## src/rtl/stream_mux_pkg.sv

```systemverilog
// stream_mux_pkg: shared types and helpers for the stream_rr_mux slice.
// Holds the arbiter state encoding and the channel-index width helper used
// by both the top level and the round-robin arbiter.

package stream_mux_pkg;

  // Arbiter state: ARB = free to pick a new channel, LOCK = packet in flight
  typedef enum logic [0:0] {
    ARB  = 1'b0,
    LOCK = 1'b1
  } arb_state_e;

  // Width of a channel index; a single channel still gets a 1-bit index
  function automatic int ch_w(input int n);
    if (n <= 1) begin
      return 1;
    end else begin
      return $clog2(n);
    end
  endfunction

endpackage

```

## src/rtl/stream_rr_mux_arbiter.sv

```systemverilog
// rr_arbiter: combinational round-robin grant for stream_rr_mux.
// The search starts one past the last granted channel and wraps, so the
// channel served most recently has the lowest priority. When i_hold is set
// the grant is pinned to i_last_granted regardless of the request vector;
// this is how an open packet keeps its channel.

module rr_arbiter
  import stream_mux_pkg::*;
#(
  parameter int NUM_CH = 4,
  parameter int CH_W   = ch_w(NUM_CH)
) (
  input  logic [NUM_CH-1:0] i_req,
  input  logic [CH_W-1:0]   i_last_granted,
  input  logic              i_hold,
  output logic [NUM_CH-1:0] o_grant,
  output logic [CH_W-1:0]   o_index
);

  // Rotating priority search, or a pinned grant while a packet is locked
  always_comb begin
    logic [NUM_CH-1:0] v_grant;
    logic [CH_W-1:0]   v_index;
    logic [CH_W-1:0]   v_idx_w;
    logic              v_found;
    logic              v_hit;
    int                v_idx;
    v_grant = '0;
    v_index = '0;
    v_idx_w = '0;
    v_found = 1'b0;
    v_hit   = 1'b0;
    v_idx   = 0;
    if (i_hold) begin
      v_grant[i_last_granted] = 1'b1;
      v_index                 = i_last_granted;
    end else begin
      for (int k = 1; k <= NUM_CH; k++) begin
        v_idx            = (int'(i_last_granted) + k) % NUM_CH;
        v_idx_w          = CH_W'(v_idx);
        v_hit            = !v_found && i_req[v_idx_w];
        v_grant[v_idx_w] = v_hit;
        v_index          = v_hit ? v_idx_w : v_index;
        v_found          = v_found | v_hit;
      end
    end
    o_grant = v_grant;
    o_index = v_index;
  end

endmodule

```

## src/rtl/stream_rr_mux.sv

```systemverilog
// stream_rr_mux: N-channel valid/ready stream multiplexer with a
// round-robin arbiter and a single registered output stage (latency 1,
// full throughput). Optional packet locking is compiled in with the macro
// STREAM_RR_MUX_PKT_LOCK_EN: once a channel sends a beat without last, it
// keeps the grant until its last beat. Without the macro every beat is
// re-arbitrated and in_last is only carried through to out_last_o.

module stream_rr_mux
  import stream_mux_pkg::*;
#(
  parameter  int WIDTH  = 8,
  parameter  int NUM_CH = 4,
  localparam int CH_W   = ch_w(NUM_CH)
) (
  input  logic                    clk_i,
  input  logic                    rst_i,
  input  logic [NUM_CH*WIDTH-1:0] in_data_i,
  input  logic [NUM_CH-1:0]       in_valid_i,
  input  logic [NUM_CH-1:0]       in_last_i,
  output logic [NUM_CH-1:0]       in_ready_o,
  output logic [WIDTH-1:0]        out_data_o,
  output logic                    out_valid_o,
  output logic                    out_last_o,
  output logic [CH_W-1:0]         out_ch_o,
  input  logic                    out_ready_i
);

  logic              w_load;
  logic              w_sel_valid;
  logic              w_accept;
  logic              w_hold;
  logic              w_sel_last;
  logic [NUM_CH-1:0] w_grant;
  logic [CH_W-1:0]   w_index;
  logic [WIDTH-1:0]  w_sel_data;

  logic [WIDTH-1:0]  r_out_data;
  logic              r_out_valid;
  logic              r_out_last;
  logic [CH_W-1:0]   r_out_ch;
  logic [CH_W-1:0]   r_last_granted;

`ifdef STREAM_RR_MUX_PKT_LOCK_EN
  arb_state_e        r_state;
  assign w_hold = (r_state == LOCK);
`else
  assign w_hold = 1'b0;
`endif

  rr_arbiter #(
    .NUM_CH (NUM_CH),
    .CH_W   (CH_W)
  ) u_arb (
    .i_req          (in_valid_i),
    .i_last_granted (r_last_granted),
    .i_hold         (w_hold),
    .o_grant        (w_grant),
    .o_index        (w_index)
  );

  // Load decision and handshake: the output stage can take a beat when it is
  // empty or being drained; ready is never raised while reset is asserted
  always_comb begin
    w_load      = !r_out_valid || out_ready_i;
    w_sel_valid = |(w_grant & in_valid_i);
    w_accept    = w_load && w_sel_valid && !rst_i;
    if (w_accept) begin
      in_ready_o = w_grant;
    end else begin
      in_ready_o = '0;
    end
  end

  // Data/last selection from the granted channel
  always_comb begin
    w_sel_data = in_data_i[int'(w_index)*WIDTH +: WIDTH];
    w_sel_last = in_last_i[w_index];
  end

  // Output register, last-granted pointer and (optionally) packet lock state
  always_ff @(posedge clk_i) begin
    if (rst_i) begin
      r_out_data     <= '0;
      r_out_valid    <= 1'b0;
      r_out_last     <= 1'b0;
      r_out_ch       <= '0;
      r_last_granted <= CH_W'(NUM_CH - 1);
`ifdef STREAM_RR_MUX_PKT_LOCK_EN
      r_state        <= ARB;
`endif
    end else if (w_load) begin
      // An empty load cycle drops valid but leaves the last beat visible
      r_out_valid <= w_accept;
      if (w_accept) begin
        r_out_data     <= w_sel_data;
        r_out_last     <= w_sel_last;
        r_out_ch       <= w_index;
        r_last_granted <= w_index;
`ifdef STREAM_RR_MUX_PKT_LOCK_EN
        r_state        <= w_sel_last ? ARB : LOCK;
`endif
      end
    end
  end

  assign out_data_o  = r_out_data;
  assign out_valid_o = r_out_valid;
  assign out_last_o  = r_out_last;
  assign out_ch_o    = r_out_ch;

endmodule

```

## config.mk

```make
export PLATFORM = sky130hd
export DESIGN_NAME = stream_rr_mux
export DESIGN_NICKNAME = d
export VERILOG_FILES = /design/src/rtl/stream_mux_pkg.sv /design/src/rtl/stream_rr_mux_arbiter.sv /design/src/rtl/stream_rr_mux.sv
export SDC_FILE = /design/constraint.sdc
export NUM_CORES = 1
export LEC_CHECK = 0
export CORE_MARGIN = 2
export CORE_UTILIZATION = 45
export CTS_BUF_LIST = sky130_fd_sc_hd__clkbuf_8
export CTS_CLUSTER_SIZE = 25
export DETAILED_ROUTE_END_ITERATION = 8
export GPL_TIMING_DRIVEN = 0
export PLACE_DENSITY = 0.82
export SKIP_LAST_GASP = 1
export SLEW_MARGIN = 20
export SYNTH_ARGS = -nofsm -noshare
export SYNTH_HDL_FRONTEND = slang
export SYNTH_SLANG_ARGS = --single-unit
```

## constraint.sdc

```tcl
create_clock -name clk_i -period 4.83 [get_ports clk_i]
set_input_delay 0.966 -clock clk_i [delete_from_list [all_inputs] [get_ports clk_i]]
set_output_delay 0.966 -clock clk_i [all_outputs]
set_load 0.05 [all_outputs]
```

Word level (Yosys, flattened, before mapping)
Cells that the tools add are included.

Bits in registers: 14. Bits of input ports: 43. Output and inout bits: 16. Logic and storage cells: 66.

$add $sub $neg: 4. Order comparisons: 9. Shift operators: 1. Muxes and demuxes: 26. Bitwise gates (word level): 4. Reduce and logical (&&, ||, !) cells: 17.

Operators by type and width (number): $shiftx 32x6->8 (1); $lt 2x3->1 const B (5); $bwmux 4 (3); $bmux 1 s2 (5); $logic_and 1x1->1 (9); $mux 1 (9); $and 4x4->4 (2); $demux 1 s2 (4); $ge 2x1->1 const B (4); $mux 2 (4); $logic_not 1->1 (5); $add 2x1->2 const B (2); $add 2x2->2 const B (2); $mux 4 (1); $reduce_or 4->1 (1); $or 1x1->1 (2); $reduce_and 2->1 (1); $logic_or 1x1->1 (1).

Logic depth before layout (Yosys ltp)
Gate-level depths: netlist (run 1).

Word-level depth: 17. Gate-level depth with buffers: 12. Gate-level depth less buffers: 9.

Cells and area by module
From an unflattened synthesis (run 1), not the netlist that was laid out.

Cell total of the unflattened synthesis: 158. Area total of the unflattened synthesis: 1594.0 um2.

Modules (own cells, without submodules): stream_rr_mux (instances 1, cells an instance 90, area each 952.2 um2, sequential area each 280.3 um2); rr_arbiter (instances 1, cells an instance 68, area each 641.9 um2, sequential area each 0.0 um2).

Worst setup path after synthesis (run 1)
OpenSTA, ideal clock, no wires.

Kind: input-to-output. Start: input in_valid_i[2]. End: output in_ready_o[0]. Arrival time: 3.827 ns. Data required time: 3.864 ns. Path slack: 0.037 ns. Cell stages on the path: 8. Path buffers: 2. Cell sequence: clkbuf_4 mux2i_1 nor4bb_1 nor4b_1 a211oi_2 a221oi_4 buf_4 nor3b_1.

Longest elaborated chain between the ends: 16. Elaborated cells on any way between the ends: 25. Those cells by class: 12 x mux; 4 x bitwise; 9 x reduce/logical.

Ends and longest elaborated chain: start, declared (line stream_rr_mux.sv:18) `input logic [NUM_CH-1:0] in_valid_i,`; $bmux 1 s2 (line stream_rr_mux_arbiter.sv:41) `v_hit = !v_found && i_req[v_idx_w];`; $mux 1 (not written as such) (line stream_rr_mux_arbiter.sv:41); $logic_not 1->1 (line stream_rr_mux_arbiter.sv:41); $logic_and 1x1->1 (line stream_rr_mux_arbiter.sv:41); $or 1x1->1 (line stream_rr_mux_arbiter.sv:44) `v_found = v_found | v_hit;`; $logic_not 1->1 (line stream_rr_mux_arbiter.sv:41); $logic_and 1x1->1 (line stream_rr_mux_arbiter.sv:41); $or 1x1->1 (line stream_rr_mux_arbiter.sv:44); $logic_not 1->1 (line stream_rr_mux_arbiter.sv:41); $logic_and 1x1->1 (line stream_rr_mux_arbiter.sv:41); $bwmux 4 (line stream_rr_mux_arbiter.sv:42) `v_grant[v_idx_w] = v_hit;`; $and 4x4->4 (line stream_rr_mux.sv:65) `w_sel_valid = |(w_grant & in_valid_i);`; $reduce_or 4->1 (line stream_rr_mux.sv:65); $logic_and 1x1->1 (2 in a row) (line stream_rr_mux.sv:66) `w_accept = w_load && w_sel_valid && !rst_i;`; $mux 4 (*) (line stream_rr_mux.sv:67) `if (w_accept) begin`; end, declared (line stream_rr_mux.sv:20) `output logic [NUM_CH-1:0] in_ready_o,`.

Mark *: on every way between the ends. The rest lies on a longest branch, timed or not. The select of a mux whose other input is x is not followed.

Worst setup path in the final report (run 1)
Start: input in_valid_i[3]. End: output in_ready_o[3].

The elaborated chain is that of the path after synthesis.

==> impl_metrics.ini, run 1 <==
[grt]
global_route.usage.total_pct = 22.1
antenna_found_initial = 0
grt_pass1_wl_mm = 7.09
grt_overflow = 0
grt_start_max_net_pins = 11
vias_in_the_first_global_route = 1544

[floorplanning]
num_rows = 21
initial_utilization_pct = 46.5
io_pins = 59
die_span_in_y_um = 62.5
die-area_um2 = 3910
core_area_um2 = 3310
die_w_um = 62.5

[place]
place_congestion = 0.891
placed_cells_incl_taps = 287
dpl_cell_area_um2 = 2170
placement.io_buffers = 57
hpwl_mm = 3.12

[synth]
ys_async_sr_fraction_pct = 0
synth_enable_flop_cells = 0
number_of_distinct_library_cell_variants_in_the_gate_level_netlist_after_synthesis = 46
synth-main-ff-cell = sky130_fd_sc_hd__dfxtp_1
synthesis.yosys.warnings = 0
syn_inst = 184
syn-cell-area_um2 = 1540
syn_area_per_cell_um2 = 8.37
proportion_of_synthesized_chip_area_in_sequential_cells_pct = 18.2
yosys_register_bits = 14
synth_nets = 231

[layout]
final_core_utilization_pct = 69.7
layout.area.seq_um2 = 280
signed_area_change_from_the_synthesized_netlist_to_the_final_layout_pct = 49.9
final_layout_size_suffix_gt1_share_pct = 22.2
multi_input_comb_area_um2 = 1200
final_design_area_no_fill_um2 = 2310
nFillCells = 283
finalNetCount = 300
layout_common_cells = sky130_fd_sc_hd__clkdlybuf4s50_1, sky130_fd_sc_hd__a21oi_1, sky130_fd_sc_hd__dfxtp_1, sky130_fd_sc_hd__mux2i_1
final_cells = 298
diodes = 0
layout_commonest_cell = sky130_fd_sc_hd__clkdlybuf4s50_1

[sta]
rsz0062_at_grt = no
max_freq_ghz = 0.214
final_min_period_over_clock_period_pct = 96.6
final.hold.worst_slack_ps = 496
setup_viol = 0
max_slew_headroom_pct = 64.7
timing.final.crit_period_ps = 4660
finalSetupTns_ps = 0
timing_max_transition_violations_final = 0
clock-skew-final_ps = 1.11
max_slew.worst_pin.slew_ps = 528
hold_viol = 0

[power_and_ir_drop]
combPwrFrac_pct = 74.0
p_leak_nw = 0.871
power.share.switching_pct = 47.2
power_share_of_the_clock_group_pct = 10.5
p_int_w = 0.000577
power_per_cell_area_nw_per_um2 = 474
power.switching_w = 0.000516
power.sequential.fraction_pct = 15.5
peakVddDrop_mv = 0.222

[routing]
postRouteWirelength_mm = 4.22
detail_route.vias_per_cell = 5.66
drt_pass1_iterations = 4
detailedRoute.firstIterationViolations = 110
via_count = 1688
detail_route.wl_per_cell_um = 14.2
drt.antenna.violating_nets = 0
route.detailed.drc = 0

[cts]
postCtsHoldBufs = 0
h-tree-depth = 1
ctsRootBufferMaster = sky130_fd_sc_hd__clkbuf_8
cts-root-to-sink-buffers = 2
clock-sinks = 14
cts_buffers = 3
cts_tree = done
worst_setup_hold_path_clk_slew_ps = 60
clock_latency_ps = 250

[setup_path]
critPathCaptureType = output pin
critical_path.cell_chain = clkdlybuf4s50_1 -> clkbuf_4 -> mux4_2 -> nand3b_1 -> a31oi_1 -> or4b_4 -> a221oi_4 -> or2_1 -> buf_6 -> a21oi_1 -> clkbuf_4
highest_net_fanout_along_the_worst_path = 10
timing.critical_path.required_ps = 3860
worst_path_largest_cell_delay_ps = 560
crit_path_frequent_cell = sky130_fd_sc_hd__clkbuf_4
cpLargestDelayFamily = buffers and inverters
crit_slowest_cell = sky130_fd_sc_hd__or4b_4
critPathBufInv = 4
crit_path_kind = input pin to output pin
startpoint_class = input pin
worst_ep_arrival_time_ps = 3700

[worst_hold_path]
hold_path.class = register to register

[run_status]
status = finished clean

[run]
maxCapViolations = 0
layer usage:
metal | routed length, µm | track usage [%] | vias to the layer above
li1 | - | - | 844
met1 | 1710 | 24.0 | 754
met2 | 2040 | 41.7 | 76
met3 | 338 | 4.32 | 14
met4 | 133 | 8.33 | 0
met5 | 0 | 0 | -
registers in the layout (all words and copies together) (netlist names):
signal          count
out_ch_o            2
out_data_o          8
out_last_o          1
out_valid_o         1
r_last_granted      2
synthesized netlist by cell type, drive strengths merged, types with 4 or more instances:
cell / n / area, µm²
nor2: 8 / 32.5
nand3b: 5 / 37.5
a21oi: 20 / 104
clkbuf: 7 / 30.0
or3b: 8 / 70.1
nand3: 6 / 30.0
nand2b: 10 / 62.6
ha: 4 / 50.1
o21ai: 17 / 115
a22o: 10 / 87.6
dfxtp: 14 / 280
nand4: 4 / 25.0
mux2i: 14 / 140
o211ai: 10 / 75.1
buf: 11 / 65.1
nor3b: 4 / 30.0
metrics by stage:
step           setup slack [ps]  power, W
5_1_grt                    42.0   0.00117
3_3_place_gp               -829  0.000916
3_5_place_dp               -878  0.000922
6_report                    165   0.00109
2_1_floorplan              37.3  0.000738
4_1_cts                    66.6   0.00107
area by class of cell:
type | instances | area share [%]
multi-input cells | 149 | 52.0
repair buffers | 64 | 26.2
flip-flops and latches | 14 | 12.1
plain buffers | 18 | 4.23
well taps | 46 | 2.49
clock buffers | 4 | 2.38
inverters | 3 | 0.488
cell families (layout without fill, tap and decap cells):
| family | Yosys count | count (layout) | share of synthesized area, % |
|---|---|---|---|
| adder cells (fa/ha/maj) | 4 | 4 | 3.25 |
| buffers and inverters | 21 | 89 | 6.90 |
| multiplexers | 17 | 17 | 12.0 |
| AO/OA/AOI/OAI | 72 | 72 | 35.6 |
| AND/OR/NAND/NOR | 56 | 56 | 24.0 |
| flip-flops | 14 | 14 | 18.2 |
path summary, 6_finish.rpt:
kind,startpoint,slack (ps),depth (start not counted),endpoint
max,in_valid_i[3],170,11,in_ready_o[3]
max reg2reg,r_last_granted[0],1300,12,out_ch_o[1]
min,out_data_o[0],500,2,out_data_o[0]
min reg2reg,out_data_o[0],500,2,out_data_o[0]
power by group through the flow:
stage / logic (W) / registers [W] / clock network, W
4_1_cts: 0.000782 / 0.000169 / 0.000117
6_report: 0.000809 / 0.000169 / 0.000115
2_1_floorplan: 0.000476 / 0.000262 / 0
5_1_grt: 0.000870 / 0.000174 / 0.000123
3_3_place_gp: 0.000745 / 0.000170 / 0
3_5_place_dp: 0.000751 / 0.000171 / 0
worst min-delay path, stage by stage (launching register included):
cell and delay, ps:
sky130_fd_sc_hd__dfxtp_1 310, sky130_fd_sc_hd__o211ai_1 80, sky130_fd_sc_hd__o21ai_1 60
what timing repair did:
item,4_1_cts,5_1_grt
setup endpoints to repair,4,4
gates resized for setup,23,8
setup buffers,2,5
pin swaps,1,3
No activity file was read; power rests on OpenSTA's default activity.
==> run 2, diff against run 1 <==
==> constraint.sdc (replaced) <==
create_clock -name clk_i -period 4.83 [get_ports clk_i]
set_input_delay 0.966 -clock clk_i [delete_from_list [all_inputs] [get_ports clk_i]]
set_output_delay 0.966 -clock clk_i [all_outputs]
set_load 0.01 [all_outputs]
==> run 2 against run 1 <==
Maximum frequency decreased by 1.9%. Highest routed layer unchanged. Critical endpoint unchanged. Total power decreased by 7.0%. Utilization increased by 1.3 points. Setup slack got worse by 92 ps. Via count increased by 0.77%. Cell area increased by 1.8%. Largest power group unchanged. Critical path type unchanged.
==> impl_metrics.ini, run 2 (synthesis results as in run 1) <==
[run_status]
status = finished clean

[setup_path]
startpoint_class = input pin
critPathBufInv = 4
critPathCaptureType = output pin
cpLargestDelayFamily = buffers and inverters
timing.critical_path.required_ps = 3860
crit_path_kind = input pin to output pin
critical_path.cell_chain = clkdlybuf4s50_1 -> buf_4 -> mux4_2 -> nand3b_1 -> a31oi_1 -> or4b_4 -> a221oi_4 -> or2_1 -> buf_6 -> a21oi_1 -> dlygate4sd2_1
highest_net_fanout_along_the_worst_path = 10
worst_path_largest_cell_delay_ps = 550
worst_ep_arrival_time_ps = 3790
crit_slowest_cell = sky130_fd_sc_hd__or4b_4

[sta]
max_slew_headroom_pct = 66.9
hold_viol = 0
max_slew.worst_pin.slew_ps = 493
final.hold.worst_slack_ps = 496
setup_viol = 0
timing_max_transition_violations_final = 0
clock-skew-final_ps = 2.27
max_freq_ghz = 0.210
timing.final.crit_period_ps = 4760
final_min_period_over_clock_period_pct = 98.5

[cts]
clock-sinks = 14
cts_tree = done
ctsRootBufferMaster = sky130_fd_sc_hd__clkbuf_8
cts_buffers = 3
postCtsHoldBufs = 0
clock_latency_ps = 250
h-tree-depth = 1
worst_setup_hold_path_clk_slew_ps = 60
cts-root-to-sink-buffers = 2

[routing]
via_count = 1701
met3WireLength_um = 357
drt_pass1_iterations = 4
postRouteWirelength_mm = 4.24
detailedRoute.firstIterationViolations = 133
route.detailed.drc = 0
drt-met1-wl_mm = 1.68
detail_route.vias_per_cell = 5.67
drt.antenna.violating_nets = 0
detail_route.wl_per_cell_um = 14.1
highest_routed_metal_layer = met4
routed_length_on_met2_mm = 2.11

[run]
maxCapViolations = 0

[worst_hold_path]
hold_path.class = register to register

[grt]
global_route.usage.total_pct = 22.1
grt_start_max_net_pins = 11
grt_pass1_wl_mm = 7.12
vias_in_the_first_global_route = 1565
grt_overflow = 0
antenna_found_initial = 0

[place]
placement.io_buffers = 57
hpwl_mm = 3.12
place_congestion = 0.891

[power_and_ir_drop]
report.power.total_w = 0.00102
power_per_cell_area_nw_per_um2 = 432
peakVddDrop_mv = 0.207
p_leak_nw = 0.919

[floorplanning]
num_rows = 21
io_pins = 59
die_w_um = 62.5
initial_utilization_pct = 46.5
die_span_in_y_um = 62.5
core_area_um2 = 3310
die-area_um2 = 3910

[layout]
layout_commonest_cell = sky130_fd_sc_hd__clkdlybuf4s50_1
nFillCells = 272
signed_area_change_from_the_synthesized_netlist_to_the_final_layout_pct = 52.6
largest_register_ff_count = 8
finalNetCount = 302
diodes = 0
layout_common_cells = sky130_fd_sc_hd__clkdlybuf4s50_1, sky130_fd_sc_hd__a21oi_1, sky130_fd_sc_hd__dfxtp_1, sky130_fd_sc_hd__mux2i_1, sky130_fd_sc_hd__buf_4
final_layout_size_suffix_gt1_share_pct = 21.7
[run 2: metrics by stage]
step	std cells	setup slack [ps]	TNS (ps)	area (µm²)	util [%]
finish	300	73.8	0	2350	71.0
detailed placement	287	-611	-2170	2170	65.5
global placement	287	-562	-2010	2170	65.5
CTS	297	13.2	0	2320	70.0
floorplan	184	767	0	1540	-
global route	300	-25.3	-48.0	2350	71.0
[run 2: timing repair]
| item | CTS | global route |
|---|---|---|
| gates resized for setup | 10 | 4 |
| endpoints found under the setup margin | 4 | 4 |
| pin swaps | 4 | 1 |
| setup buffers | 6 | 3 |
[run 2: per-layer routing]
metal  GRT usage (%)  vias to the layer above
li1                -                      846
met1            24.6                      772
met2            40.9                       76
met3            4.14                        7
met4            9.17                        0
met5               0                        -
[run 2: path summary, 6_finish.rpt]
check,slack (ps),startpoint,cells after the start,to
worst max register to register,1310,r_last_granted[0],12,out_ch_o[1]
worst min register to register,500,out_ch_o[0],2,out_ch_o[0]
worst max-delay path,70,in_valid_i[3],11,in_ready_o[3]
worst min-delay path,500,out_ch_o[0],2,out_ch_o[0]
[run 2: report_power, final]
part / total, W / internal [W] / switching [W] / leakage, nW
Combinational: 0.000733 / 0.000377 / 0.000356 / 0.775
Sequential: 0.000169 / 0.000149 / 0.0000203 / 0.115
Clock: 0.000114 / 0.0000722 / 0.0000422 / 0.0288
[run 2: worst register-to-register path, delay by kind of cell, from the launching register on]
family          cells  cell delay, ps
compound gates      3             640
buf+inv             4             740
mux                 1             340
flops               1             480
simple gates        3             900
fa+ha+maj           1             330
[run 2: layout make-up]
type / count / area (µm²) / share of cell area (%)
Buffer: 18 / 101 / 4.31
Clock buffer: 4 / 55.1 / 2.34
Inverter: 3 / 11.3 / 0.479
Multi-Input combinational cell: 149 / 1200 / 51.3
Sequential cell: 14 / 280 / 11.9
Tap cell: 46 / 57.6 / 2.45
Timing Repair Buffer: 66 / 641 / 27.2
